==> src/rtl/instr_fetch_ctrl_if.sv <==
// Decode-side handshake of the instruction fetch sequencer: {pc, instr} offered with valid/ready.
// The master side is the fetch unit; the slave side is decode.
interface instr_fetch_ctrl_if;
  logic        out_valid;
  logic        out_ready;
  logic [31:0] out_instr;
  logic [31:0] out_pc;

  modport master (
    output out_valid,
    output out_instr,
    output out_pc,
    input  out_ready
  );

  modport slave (
    input  out_valid,
    input  out_instr,
    input  out_pc,
    output out_ready
  );
endinterface

==> src/rtl/instr_fetch_ctrl.sv <==
// RV32I instruction fetch sequencer: owns the PC, prefetches from a combinational ROM into a
// small FIFO and re-steers on redirects. Define FETCH_PERF_CNT_EN to add the perf counter outputs.
module instr_fetch_ctrl #(
  parameter logic [31:0] RESET_PC   = 32'h0000_0000,
  parameter int          FIFO_DEPTH = 4
) (
  input  logic                          clk,
  input  logic                          reset,
  output logic [31:0]                   instr_addr,
  input  logic [31:0]                   instr_data,
  input  logic                          fetch_en,
  input  logic                          redirect_valid,
  input  logic [31:0]                   redirect_pc,
  instr_fetch_ctrl_if.master            dec,
  output logic [$clog2(FIFO_DEPTH):0]   fifo_count
`ifdef FETCH_PERF_CNT_EN
  ,
  output logic [31:0]                   perf_fetch_cnt,
  output logic [31:0]                   perf_flush_cnt,
  output logic [31:0]                   perf_stall_cnt
`endif
);

  localparam int             AW      = $clog2(FIFO_DEPTH);
  localparam int             CW      = AW + 1;
  localparam logic [CW-1:0]  DEPTH_C = CW'(FIFO_DEPTH);
  localparam logic [31:0]    NOP     = 32'h0000_0013;

  function automatic logic [31:0] pc_inc(input logic [31:0] pc);
    return pc + 32'd4;
  endfunction

  function automatic logic [31:0] pc_align(input logic [31:0] pc);
    return pc & 32'hFFFF_FFFC;
  endfunction

  logic [31:0]   fetch_pc;
  logic [AW-1:0] rd_ptr;
  logic [AW-1:0] wr_ptr;
  logic [CW-1:0] count;

  logic [31:0]   ent_pc    [FIFO_DEPTH];
  logic [31:0]   ent_instr [FIFO_DEPTH];

  logic          vld_p0;
  logic          full;
  logic          pop;
  logic          push;

  always_comb begin
    vld_p0 = (count != '0);
    full   = (count == DEPTH_C);
    pop    = vld_p0 & dec.out_ready;
    // A full FIFO still accepts a new word when the head leaves in the same cycle.
    push   = fetch_en & ~redirect_valid & (~full | pop);
  end

  // Fetch stage: PC, pointers and occupancy
  always_ff @(posedge clk or negedge reset) begin
    if (!reset) begin
      fetch_pc <= RESET_PC;
      rd_ptr   <= '0;
      wr_ptr   <= '0;
      count    <= '0;
    end else if (redirect_valid) begin
      fetch_pc <= pc_align(redirect_pc);
      rd_ptr   <= '0;
      wr_ptr   <= '0;
      count    <= '0;
    end else begin
      if (push) begin
        fetch_pc <= pc_inc(fetch_pc);
        wr_ptr   <= wr_ptr + AW'(1);
      end
      if (pop) begin
        rd_ptr <= rd_ptr + AW'(1);
      end
      case ({push, pop})
        2'b10:   count <= count + CW'(1);
        2'b01:   count <= count - CW'(1);
        default: count <= count;
      endcase
    end
  end

  // Prefetch storage: data only, qualified by count so it needs no reset
  always_ff @(posedge clk) begin
    if (push) begin
      ent_pc[wr_ptr]    <= fetch_pc;
      ent_instr[wr_ptr] <= instr_data;
    end
  end

  // Decode stage: head of the FIFO
  always_comb begin
    instr_addr    = fetch_pc;
    fifo_count    = count;
    dec.out_valid = vld_p0;
    dec.out_pc    = vld_p0 ? ent_pc[rd_ptr]    : 32'h0000_0000;
    dec.out_instr = vld_p0 ? ent_instr[rd_ptr] : NOP;
  end

`ifdef FETCH_PERF_CNT_EN
  logic stall;

  always_comb begin
    stall = fetch_en & ~redirect_valid & full & ~pop;
  end

  always_ff @(posedge clk or negedge reset) begin
    if (!reset) begin
      perf_fetch_cnt <= '0;
      perf_flush_cnt <= '0;
      perf_stall_cnt <= '0;
    end else begin
      if (push)           perf_fetch_cnt <= perf_fetch_cnt + 32'd1;
      if (redirect_valid) perf_flush_cnt <= perf_flush_cnt + 32'd1;
      if (stall)          perf_stall_cnt <= perf_stall_cnt + 32'd1;
    end
  end
`endif

endmodule

==> src/flat_wrapper.sv <==
// flat-port wrapper written by rule: the top's interface ports become plain ports
module instr_fetch_ctrl_flat 
#(
  parameter logic [31:0] RESET_PC   = 32'h0000_0000,
  parameter int          FIFO_DEPTH = 4
)
  (clk, reset, instr_addr, instr_data, fetch_en, redirect_valid, redirect_pc, fifo_count, dec_out_valid, dec_out_instr, dec_out_pc, dec_out_ready);
  instr_fetch_ctrl_if dec_i ();
  input  logic clk;
  input  logic reset;
  output logic [31:0] instr_addr;
  input  logic [31:0] instr_data;
  input  logic fetch_en;
  input  logic redirect_valid;
  input  logic [31:0] redirect_pc;
  output logic [$clog2(FIFO_DEPTH):0] fifo_count;
  output wire logic [$bits(dec_i.out_valid)-1:0] dec_out_valid;
  output wire logic [$bits(dec_i.out_instr)-1:0] dec_out_instr;
  output wire logic [$bits(dec_i.out_pc)-1:0] dec_out_pc;
  input wire logic [$bits(dec_i.out_ready)-1:0] dec_out_ready;
  assign dec_out_valid = dec_i.out_valid;
  assign dec_out_instr = dec_i.out_instr;
  assign dec_out_pc = dec_i.out_pc;
  assign dec_i.out_ready = dec_out_ready;
  instr_fetch_ctrl #(.RESET_PC(RESET_PC), .FIFO_DEPTH(FIFO_DEPTH)) u_core (.clk(clk), .reset(reset), .instr_addr(instr_addr), .instr_data(instr_data), .fetch_en(fetch_en), .redirect_valid(redirect_valid), .redirect_pc(redirect_pc), .dec(dec_i), .fifo_count(fifo_count));
endmodule
==> config.mk <==
export PLATFORM = sky130hd
export DESIGN_NAME = instr_fetch_ctrl_flat
export DESIGN_NICKNAME = d
export VERILOG_FILES = /design/src/rtl/instr_fetch_ctrl_if.sv /design/src/rtl/instr_fetch_ctrl.sv /design/src/flat_wrapper.sv
export SDC_FILE = /design/constraint.sdc
export NUM_CORES = 1
export LEC_CHECK = 0
export ABC_CLOCK_PERIOD_IN_PS = 4100
export CAP_MARGIN = 0
export CORE_ASPECT_RATIO = 2
export CORE_MARGIN = 3
export CORE_UTILIZATION = 34
export CTS_CLUSTER_DIAMETER = 60
export CTS_CLUSTER_SIZE = 20
export DETAILED_ROUTE_END_ITERATION = 8
export PLACE_DENSITY = 0.65
export SYNTH_ARGS = -nofsm -noshare
export SYNTH_HDL_FRONTEND = slang
export SYNTH_SLANG_ARGS = --single-unit
export TNS_END_PERCENT = 1
==> constraint.sdc <==
create_clock -name clk -period 4.1 [get_ports clk]
set_clock_uncertainty 0.05 [all_clocks]
set_input_delay 0.615 -clock clk [delete_from_list [all_inputs] [get_ports clk]]
set_output_delay 0.615 -clock clk [all_outputs]
set_load 0.005 [all_outputs]
=== Word-level counts from Yosys, hierarchy flattened ===
Memories as Yosys holds them, arrays and structs flattened.
Index checks and enable logic that the tools add are counted.

* Register bits after elaboration: 39
* RAM bits: 256
* Bits of input ports: 69
* Output and inout port bits: 100
* Logic and storage cells: 36
* Memories kept: 2

* $add $sub $neg: 5
* Equal/unequal tests: 3
* Mux-type cells: 12
* Bitwise logic cells: 6
* Reduce and logical (&&, ||, !) cells: 4

{| class="wikitable"
|+ Memory list
! name !! words !! width !! read ports !! clocked after Yosys merged registers in !! write ports !! RTL line !! text
|-
| u_core.ent_instr || 4 || 32 || 1 || 0 || 1 || instr_fetch_ctrl.sv:43 || <nowiki>logic [31:0] ent_instr [FIFO_DEPTH];</nowiki>
|-
| u_core.ent_pc || 4 || 32 || 1 || 0 || 1 || instr_fetch_ctrl.sv:42 || <nowiki>logic [31:0] ent_pc [FIFO_DEPTH];</nowiki>
|}

{| class="wikitable"
|+ Operators with widths
! kind !! count
|-
| $mux 32 || 4
|-
| $add 32x3->32 const B || 1
|-
| $mux 2 || 4
|-
| $pmux 3 s2 || 1
|-
| $reduce_bool 3->1 || 2
|-
| $add 2x1->2 const B || 2
|-
| $reduce_bool 2->1 || 2
|-
| $add 3x1->3 const B || 1
|-
| $and 1x1->1 || 3
|-
| $eq 3x3->1 const B || 1
|-
| $mux 3 || 1
|-
| $sub 3x1->3 const B || 1
|-
| $eq 2x1->1 const B || 1
|-
| $eq 2x2->1 const B || 1
|-
| $mux 1 || 2
|-
| $not 1->1 || 2
|-
| $or 1x1->1 || 1
|}

=== Logic depth before layout (Yosys ltp) ===
Gate-level depths: netlist of run 1.

* Word-level depth: 7
* Gate-level depth with buffers: 8
* Gate-level depth less buffers: 7

=== Worst setup path before layout of run 1 ===
Ideal clock, no wire load.

* Kind: input to register
* Start: in dec_out_ready
* End: mem u_core.ent_instr[0][0] (enable)
* Setup time: 427 ps
* Data arrival time: 2992 ps
* Required time: 3623 ps
* Slack: 631 ps
* Stages: 5
* Path buffers: 3
* Cell sequence: clkbuf_1 o41a_1 buf_2 buf_2 and2_1

* Word-level cells in the longest chain between the ends: 5

{| class="wikitable"
|+ RTL lines
! what !! RTL line !! text
|-
| start: declaration || flat_wrapper.sv:20 || <nowiki>input wire logic [$bits(dec_i.out_ready)-1:0] dec_out_ready;</nowiki>
|-
| $and 1x1->1 || instr_fetch_ctrl.sv:53 || <nowiki>pop = vld_p0 & dec.out_ready;</nowiki>
|-
| $or 1x1->1 || instr_fetch_ctrl.sv:55 || <nowiki>push = fetch_en & ~redirect_valid & (~full | pop);</nowiki>
|-
| $and 1x1->1 || instr_fetch_ctrl.sv:55 ||
|-
| $mux 1 || instr_fetch_ctrl.sv:88 || <nowiki>if (push) begin</nowiki>
|-
| $mux 1 (not written as such) || instr_fetch_ctrl.sv:90 || <nowiki>ent_instr[wr_ptr] <= instr_data;</nowiki>
|-
| end: declaration || instr_fetch_ctrl.sv:43 ||
|}

No other way between the ends.

=== Final worst setup path of run 1 ===
* Start: reg u_core.count[1], in the netlist u_core.fifo_count[1]
* End: out dec_out_instr[22]

* Word-level cells in the longest chain between the ends: 2

{| class="wikitable"
|+ RTL lines
! what !! RTL line !! text
|-
| start: declaration || instr_fetch_ctrl.sv:40 || <nowiki>logic [CW-1:0] count;</nowiki>
|-
| start signal: assignment || instr_fetch_ctrl.sv:79 || <nowiki>2'b10: count <= count + CW'(1);</nowiki>
|-
| start signal: assignment || instr_fetch_ctrl.sv:80 || <nowiki>2'b01: count <= count - CW'(1);</nowiki>
|-
| start signal: assignment || instr_fetch_ctrl.sv:81 || <nowiki>default: count <= count;</nowiki>
|-
| $reduce_bool 3->1 || instr_fetch_ctrl.sv:51 || <nowiki>vld_p0 = (count != '0);</nowiki>
|-
| $mux 32 || instr_fetch_ctrl.sv:100 || <nowiki>dec.out_instr = vld_p0 ? ent_instr[rd_ptr] : NOP;</nowiki>
|-
| end: declaration || flat_wrapper.sv:18 || <nowiki>output wire logic [$bits(dec_i.out_instr)-1:0] dec_out_instr;</nowiki>
|}

No other way between the ends.

==> results.sh, run 1 <==
export IMPL_run_status="finished clean"
export IMPL_synthToLayoutAreaGrowth_pct=23.2
export IMPL_whs_ns=0.191
export IMPL_cts_htree_levels=1
export IMPL_dieHeight_um=268
export IMPL_fin_nets=900
export IMPL_dr_total_vias=6483
export IMPL_initial_antenna_violation_count=1
export IMPL_total_internal_power_mw=4.89
export IMPL_netlist_top_cell_by_area="sky130_fd_sc_hd__edfxtp_1"
export IMPL_die_width_um=137
export IMPL_die_area_mm2=0.0368
export IMPL_synth_flop_cell="sky130_fd_sc_hd__edfxtp_1"
export IMPL_total_leakage_power_nw=4.68
export IMPL_irDropWorstVdd_v=0.000266
export IMPL_grt_use_total=0.146
export IMPL_cts_sink_count=285
export IMPL_clk_root_buffer_cell="sky130_fd_sc_hd__clkbuf_16"
export IMPL_totalNegativeSetupSlack_ns=0
export IMPL_design_core_area_mm2=0.0338
export IMPL_critPathRequiredTime_ns=3.43
export IMPL_synth_distinct_cells=52
export IMPL_routabilityCongestion=0.755
export IMPL_synthArstFlopShare=0.130
export IMPL_yosysSeqAreaShare=0.715
export IMPL_worst_path_buf_inv=3
export IMPL_routed_via_density=5.08
export IMPL_max_slew_margin=0.378
export IMPL_post_cts_gate_resize_count=0
export IMPL_critPathCaptureType="primary output"
export IMPL_numPortBuffers=162
export IMPL_worst_r2r_cell_count=5
export IMPL_worst_r2r_startpoint="u_core.fifo_count[1]"
export IMPL_critical_path_max_stage_delay_ns=0.62
export IMPL_via_count_of_the_first_global_routing_pass=6878
export IMPL_power_share_combinational=0.189
export IMPL_seqPwrFrac=0.535
export IMPL_postSynthAreaPerCell_um2=17.6
export IMPL_synthCells=666
export IMPL_cts_hold_buffers_added=0
export IMPL_cts_tree="yes"
export IMPL_grt_setup_unrepaired="false"
export IMPL_slowest_stage_cell_crit_path="sky130_fd_sc_hd__inv_2"
export IMPL_critical_path_top_delay_family="buffers and inverters"
export IMPL_worst_path_max_fanout=61
export IMPL_tightest_slew_ns=0.932
export IMPL_period_needed_ns=3.51
export IMPL_post_cts_setup_buffers=0
export IMPL_synth_top_area_share=0.636
export IMPL_layout_worst_path_cycle_share=0.856
export IMPL_min_path_type="in -> async"
export IMPL_cp_start_kind="flop"
export IMPL_drc=0
export IMPL_grt_max_degree=62
export IMPL_core_rows=95
export IMPL_ant_nets=0
export IMPL_clkLatencyLatePin_ns=0.51
export IMPL_wl_per_cell_um=21.1
export IMPL_share_of_final_layout_standard_cells_stronger_than_drive_strength_1=0.136
export IMPL_place_hpwl_um=17200
export IMPL_drt_first_iter_violations=450
export IMPL_tritoncts_num_buffers=18
export IMPL_final_max_slew_viol_count=0
export IMPL_post_synth_edffs=248
export IMPL_maxCapViolCount=0
export IMPL_synth_area_top_cells="sky130_fd_sc_hd__edfxtp_1 64%, sky130_fd_sc_hd__mux4_2 12%, sky130_fd_sc_hd__dfrtp_1 7.9%"
export IMPL_cp_arrival_ns=2.85
export IMPL_crit_type="reg -> out"
export IMPL_power_net_switching_mw=1.62
export IMPL_timing_critical_path_cells="nor3_1, buf_4, inv_2, and2_1, clkdlybuf4s50_1"
export IMPL_drtPass1Iterations=4
export IMPL_wl_um=26900
export IMPL_grt_overflow_total=0
export IMPL_final_hold_viol_count=0
export IMPL_yosys_warnings=0
export IMPL_r2r_end="u_core.instr_addr[5]"
export IMPL_initial_utilization=0.347
export IMPL_clockPowerShare=0.276
export IMPL_minimum_setup_slack_among_reg_to_reg_paths_ns=1.63
export IMPL_setup_viol_count_final=0
export IMPL_max_clock_freq_mhz=285
export IMPL_worst_setup_hold_path_clk_slew_ns=0.09
export IMPL_switching_share=0.248
export IMPL_number_of_placed_i_o_pins=169
export IMPL_power_density_mw_per_mm2=451
export IMPL_cts_max_path_buffers=3
export IMPL_wire_length_of_the_first_global_routing_pass_um=40600
export IMPL_mappedNetlistArea_mm2=0.0117
export IMPL_synth_seq_cells=285
[flip-flops by register name, indices dropped and copies added, names as in the netlist]
name	flops
u_core.ent_instr	128
u_core.ent_pc	120
u_core.fifo_count	3
u_core.instr_addr	30
u_core.rd_ptr	2
u_core.wr_ptr	2
[synthesized netlist by cell type, types with 2 or more instances]
cell                       count
sky130_fd_sc_hd__o21ai_1      12
sky130_fd_sc_hd__mux2i_1       3
sky130_fd_sc_hd__or2_1         2
sky130_fd_sc_hd__nand4b_1      2
sky130_fd_sc_hd__buf_4         5
sky130_fd_sc_hd__a221o_1       6
sky130_fd_sc_hd__o311ai_0      5
sky130_fd_sc_hd__mux4_2       62
sky130_fd_sc_hd__clkbuf_1     21
sky130_fd_sc_hd__buf_2        12
sky130_fd_sc_hd__nand4_1       5
sky130_fd_sc_hd__ha_1          5
sky130_fd_sc_hd__nor4_4        2
sky130_fd_sc_hd__nor2_2        2
sky130_fd_sc_hd__or2_2         3
sky130_fd_sc_hd__o311ai_1      3
sky130_fd_sc_hd__dfrtp_1      37
sky130_fd_sc_hd__a22oi_1       3
sky130_fd_sc_hd__nor4_1        5
sky130_fd_sc_hd__and3_1        8
sky130_fd_sc_hd__edfxtp_1    248
sky130_fd_sc_hd__nor3b_1       2
sky130_fd_sc_hd__or4_1         3
sky130_fd_sc_hd__inv_1         7
sky130_fd_sc_hd__o211ai_1     10
sky130_fd_sc_hd__a21oi_1      11
sky130_fd_sc_hd__xor2_1        5
sky130_fd_sc_hd__a31oi_1       2
sky130_fd_sc_hd__nor3_1        7
sky130_fd_sc_hd__nand3_1      18
sky130_fd_sc_hd__a21o_1        3
sky130_fd_sc_hd__nor2_1       18
sky130_fd_sc_hd__and2_1       63
sky130_fd_sc_hd__o21ai_0       7
sky130_fd_sc_hd__or3_1         3
sky130_fd_sc_hd__o31ai_1       3
sky130_fd_sc_hd__nand2_1      38
[routing by layer]
layer  vias up  global-route usage  share of wire
met2       167               0.281           0.57
li1       2942                   -              -
met1      3348               0.166           0.37
met5         -                   0              0
met3        26              0.0155          0.036
met4         0              0.0478          0.024
[worst reg2reg max path: cells and delay by family, from the launching register on]
family          cells  cell delay (ns)
compound gates      3             0.89
buf+inv             1             0.25
flops               1             0.53
simple gates        1             0.65
[worst max path at each step]
stage / depth (start not counted) / endpoint / from
after CTS: 5 / dec_out_instr[22] / u_core.fifo_count[1]
after global routing: 5 / dec_out_instr[22] / u_core.fifo_count[1]
after global placement: 4 / dec_out_pc[8] / u_core.rd_ptr[0]
final: 5 / dec_out_instr[22] / u_core.fifo_count[1]
after floorplan: 5 / u_core.ent_instr[0][0] / dec_out_ready
after detailed placement: 5 / dec_out_instr[22] / u_core.fifo_count[1]
[cells in the final DEF (no fill, tap or decap), types with 6 or more instances in the layout]
cell type	instances
sky130_fd_sc_hd__a21oi_1	11
sky130_fd_sc_hd__a221o_1	6
sky130_fd_sc_hd__and2_1	59
sky130_fd_sc_hd__and3_1	8
sky130_fd_sc_hd__buf_12	6
sky130_fd_sc_hd__buf_4	6
sky130_fd_sc_hd__clkbuf_1	12
sky130_fd_sc_hd__clkbuf_16	18
sky130_fd_sc_hd__clkdlybuf4s50_1	161
sky130_fd_sc_hd__dfrtp_1	35
sky130_fd_sc_hd__edfxtp_1	248
sky130_fd_sc_hd__inv_1	6
sky130_fd_sc_hd__mux4_2	62
sky130_fd_sc_hd__nand2_1	38
sky130_fd_sc_hd__nand3_1	18
sky130_fd_sc_hd__nor2_1	18
sky130_fd_sc_hd__nor3_1	7
sky130_fd_sc_hd__o211ai_1	10
sky130_fd_sc_hd__o21ai_0	7
sky130_fd_sc_hd__o21ai_1	12
[power by group through the flow]
stage	Combinational, mW	Clock, mW	Sequential, mW
4_1_cts	1.27	1.88	3.49
2_1_floorplan	0.635	0	3.47
3_3_place_gp	1.26	0	3.55
3_5_place_dp	1.27	0	3.56
5_1_grt	1.34	1.96	3.51
6_report	1.23	1.79	3.48
[metrics by stage]
step                utilization  instance area [um^2]  std cells  worst slack (ns)  total power [mW]
global placement          0.411                 13900       1241              1.06              4.81
CTS                       0.427                 14400       1273             0.454              6.64
finish                    0.427                 14400       1276             0.588              6.51
global route              0.427                 14400       1274             0.349              6.82
detailed placement        0.411                 13900       1241              1.02              4.83
floorplan                     -                 11700        669             0.631              4.11
[cells by family (layout without fill, tap and decap cells)]
family,after synthesis,in the layout,share of synthesized area
XOR/XNOR,6,6,0.00449
AO/OA/AOI/OAI,70,70,0.0425
buffers and inverters,46,214,0.0176
flip-flops,285,285,0.715
multiplexers,65,65,0.122
adder cells (fa/ha/maj),6,6,0.00705
AND/OR/NAND/NOR,187,187,0.0910
other,1,7,0.000320
[area by class of cell]
type	instances	area [um^2]
repair buffers	174	1780
fillers	3051	19300
inverters	8	30.0
clock inverters	2	32.5
diodes	3	7.51
clock buffers	30	495
well taps	436	546
flip-flops and latches	285	8380
multi-input cells	338	3150
Note: power is estimated with default switching activity, not from simulation.
==> inputs of run 2 (changes only) <==
--- a/config.mk
+++ b/config.mk
@@ -9,11 +9,11 @@
 export CAP_MARGIN = 0
 export CORE_ASPECT_RATIO = 2
 export CORE_MARGIN = 3
-export CORE_UTILIZATION = 34
+export CORE_UTILIZATION = 45
 export CTS_CLUSTER_DIAMETER = 60
 export CTS_CLUSTER_SIZE = 20
 export DETAILED_ROUTE_END_ITERATION = 8
-export PLACE_DENSITY = 0.65
+export PLACE_DENSITY = 0.79
 export SYNTH_ARGS = -nofsm -noshare
 export SYNTH_HDL_FRONTEND = slang
 export SYNTH_SLANG_ARGS = --single-unit
==> results.sh, run 2 (synthesis results as in run 1) <==
export IMPL_run_status="finished clean"
export IMPL_regArea_mm2=0.00838
export IMPL_drt_first_iter_violations=464
export IMPL_worst_r2r_startpoint="u_core.fifo_count[1]"
export IMPL_critPathRequiredTime_ns=3.43
export IMPL_drc=0
export IMPL_maxCapViolCount=0
export IMPL_detailedPlace_worstSlack_ns=1.03
export IMPL_power_density_mw_per_mm2=454
export IMPL_setup_viol_count_final=0
export IMPL_cts_tree="yes"
export IMPL_minimum_setup_slack_among_reg_to_reg_paths_ns=1.59
export IMPL_synthToLayoutAreaGrowth_pct=22.3
export IMPL_design_core_area_mm2=0.0253
export IMPL_share_of_final_layout_standard_cells_stronger_than_drive_strength_1=0.139
export IMPL_routabilityCongestion=0.810
export IMPL_max_clock_freq_mhz=288
export IMPL_via_count_of_the_first_global_routing_pass=6992
export IMPL_totalNegativeSetupSlack_ns=0
export IMPL_total_leakage_power_nw=4.70
export IMPL_routed_via_density=5.61
export IMPL_period_needed_ns=3.47
export IMPL_clkLatencyLatePin_ns=0.50
export IMPL_final_core_utilization=0.565
export IMPL_final_hold_viol_count=0
export IMPL_layout_common_cells="248 x sky130_fd_sc_hd__edfxtp_1, 161 x sky130_fd_sc_hd__clkdlybuf4s50_1, 62 x sky130_fd_sc_hd__mux4_2, 59 x sky130_fd_sc_hd__and2_1, 38 x sky130_fd_sc_hd__nand2_1"
export IMPL_critPathCaptureType="primary output"
export IMPL_num_antenna_cells=0
export IMPL_fin_nets=902
export IMPL_wire_length_of_the_first_global_routing_pass_um=39200
export IMPL_cp_arrival_ns=2.80
export IMPL_wl_per_cell_um=21.5
export IMPL_number_of_placed_i_o_pins=169
export IMPL_grt_overflow_total=0
export IMPL_final_max_slew_viol_count=0
export IMPL_worst_setup_hold_path_clk_slew_ns=0.08
export IMPL_numPortBuffers=162
export IMPL_cts_htree_levels=1
export IMPL_clk_root_buffer_cell="sky130_fd_sc_hd__clkbuf_16"
export IMPL_final_common_cell="sky130_fd_sc_hd__edfxtp_1"
export IMPL_dr_total_vias=6595
export IMPL_core_rows=82
export IMPL_worst_path_max_fanout=61
export IMPL_tightest_slew_ns=0.890
export IMPL_crit_type="reg -> out"
export IMPL_post_cts_setup_buffers=0
export IMPL_grt_max_degree=62
export IMPL_largest_reg_flops=128
export IMPL_multi_input_area_mm2=0.00315
export IMPL_die_area_mm2=0.0281
export IMPL_tritoncts_num_buffers=18
export IMPL_grt_setup_unrepaired="false"
export IMPL_min_path_type="in -> async"
export IMPL_postLayoutSetupSlackWorst_ns=0.632
export IMPL_drtPass1Iterations=5
export IMPL_finalPower_mw=6.50
export IMPL_cts_hold_buffers_added=0
export IMPL_initial_utilization=0.462
export IMPL_ant_nets=0
export IMPL_fillers=2019
export IMPL_whs_ns=0.189
export IMPL_cp_start_kind="flop"
export IMPL_layout_worst_path_cycle_share=0.846
export IMPL_place_hpwl_um=16500
export IMPL_wl_um=25200
export IMPL_critPathLaunch="u_core.fifo_count[1]"
export IMPL_cts_max_path_buffers=3
export IMPL_grt_use_total=0.181
export IMPL_dieHeight_um=234
export IMPL_regMostFlops="u_core.ent_instr"
export IMPL_die_width_um=120
export IMPL_initial_antenna_violation_count=0
export IMPL_max_slew_margin=0.406
export IMPL_post_cts_gate_resize_count=0
export IMPL_cts_sink_count=285
export IMPL_irDropWorstVdd_v=0.000227
run 2: worst paths after layout:
kind	endpoint	depth (start not counted)
setup / recovery	dec_out_instr[30]	4
hold / removal	u_core.instr_addr[26]	1
setup reg to reg	u_core.instr_addr[6]	5
hold reg to reg	u_core.wr_ptr[0]	1
max in group asynchronous	u_core.rd_ptr[0]	1
min in group clk	u_core.wr_ptr[0]	1
run 2: worst max-delay path: stages, from the launching register on:
cell,delay (ns)
sky130_fd_sc_hd__dfrtp_1,0.61
sky130_fd_sc_hd__nor3_1,0.19
sky130_fd_sc_hd__inv_2,0.65
sky130_fd_sc_hd__and2_1,0.28
sky130_fd_sc_hd__clkdlybuf4s50_1,0.52
run 2: area by class of cell:
type                    instances  share of cell area
well taps                     336              0.0294
multi-input cells             338               0.220
inverters                       8             0.00210
clock buffers                  31              0.0370
repair buffers                176               0.125
flip-flops and latches        285               0.585
clock inverters                 1             0.00114
run 2: where the power goes:
part / internal [mW] / switching [mW]
clock: 0.893 / 0.897
combinational: 0.729 / 0.503
sequential: 3.32 / 0.156
run 2: routing by layer:
layer,vias up,GRT usage,routed length [um]
li1,2950,-,-
met2,221,0.344,14200
met3,50,0.0181,999
met5,-,0,0
met1,3374,0.204,9060
met4,0,0.0774,958
run 2: per-stage QoR:
stage	std cells	cell area, um^2
finish	1175	14300
floorplan	669	11700
global route	1175	14300
global placement	1143	13800
CTS	1175	14300
detailed placement	1143	13800
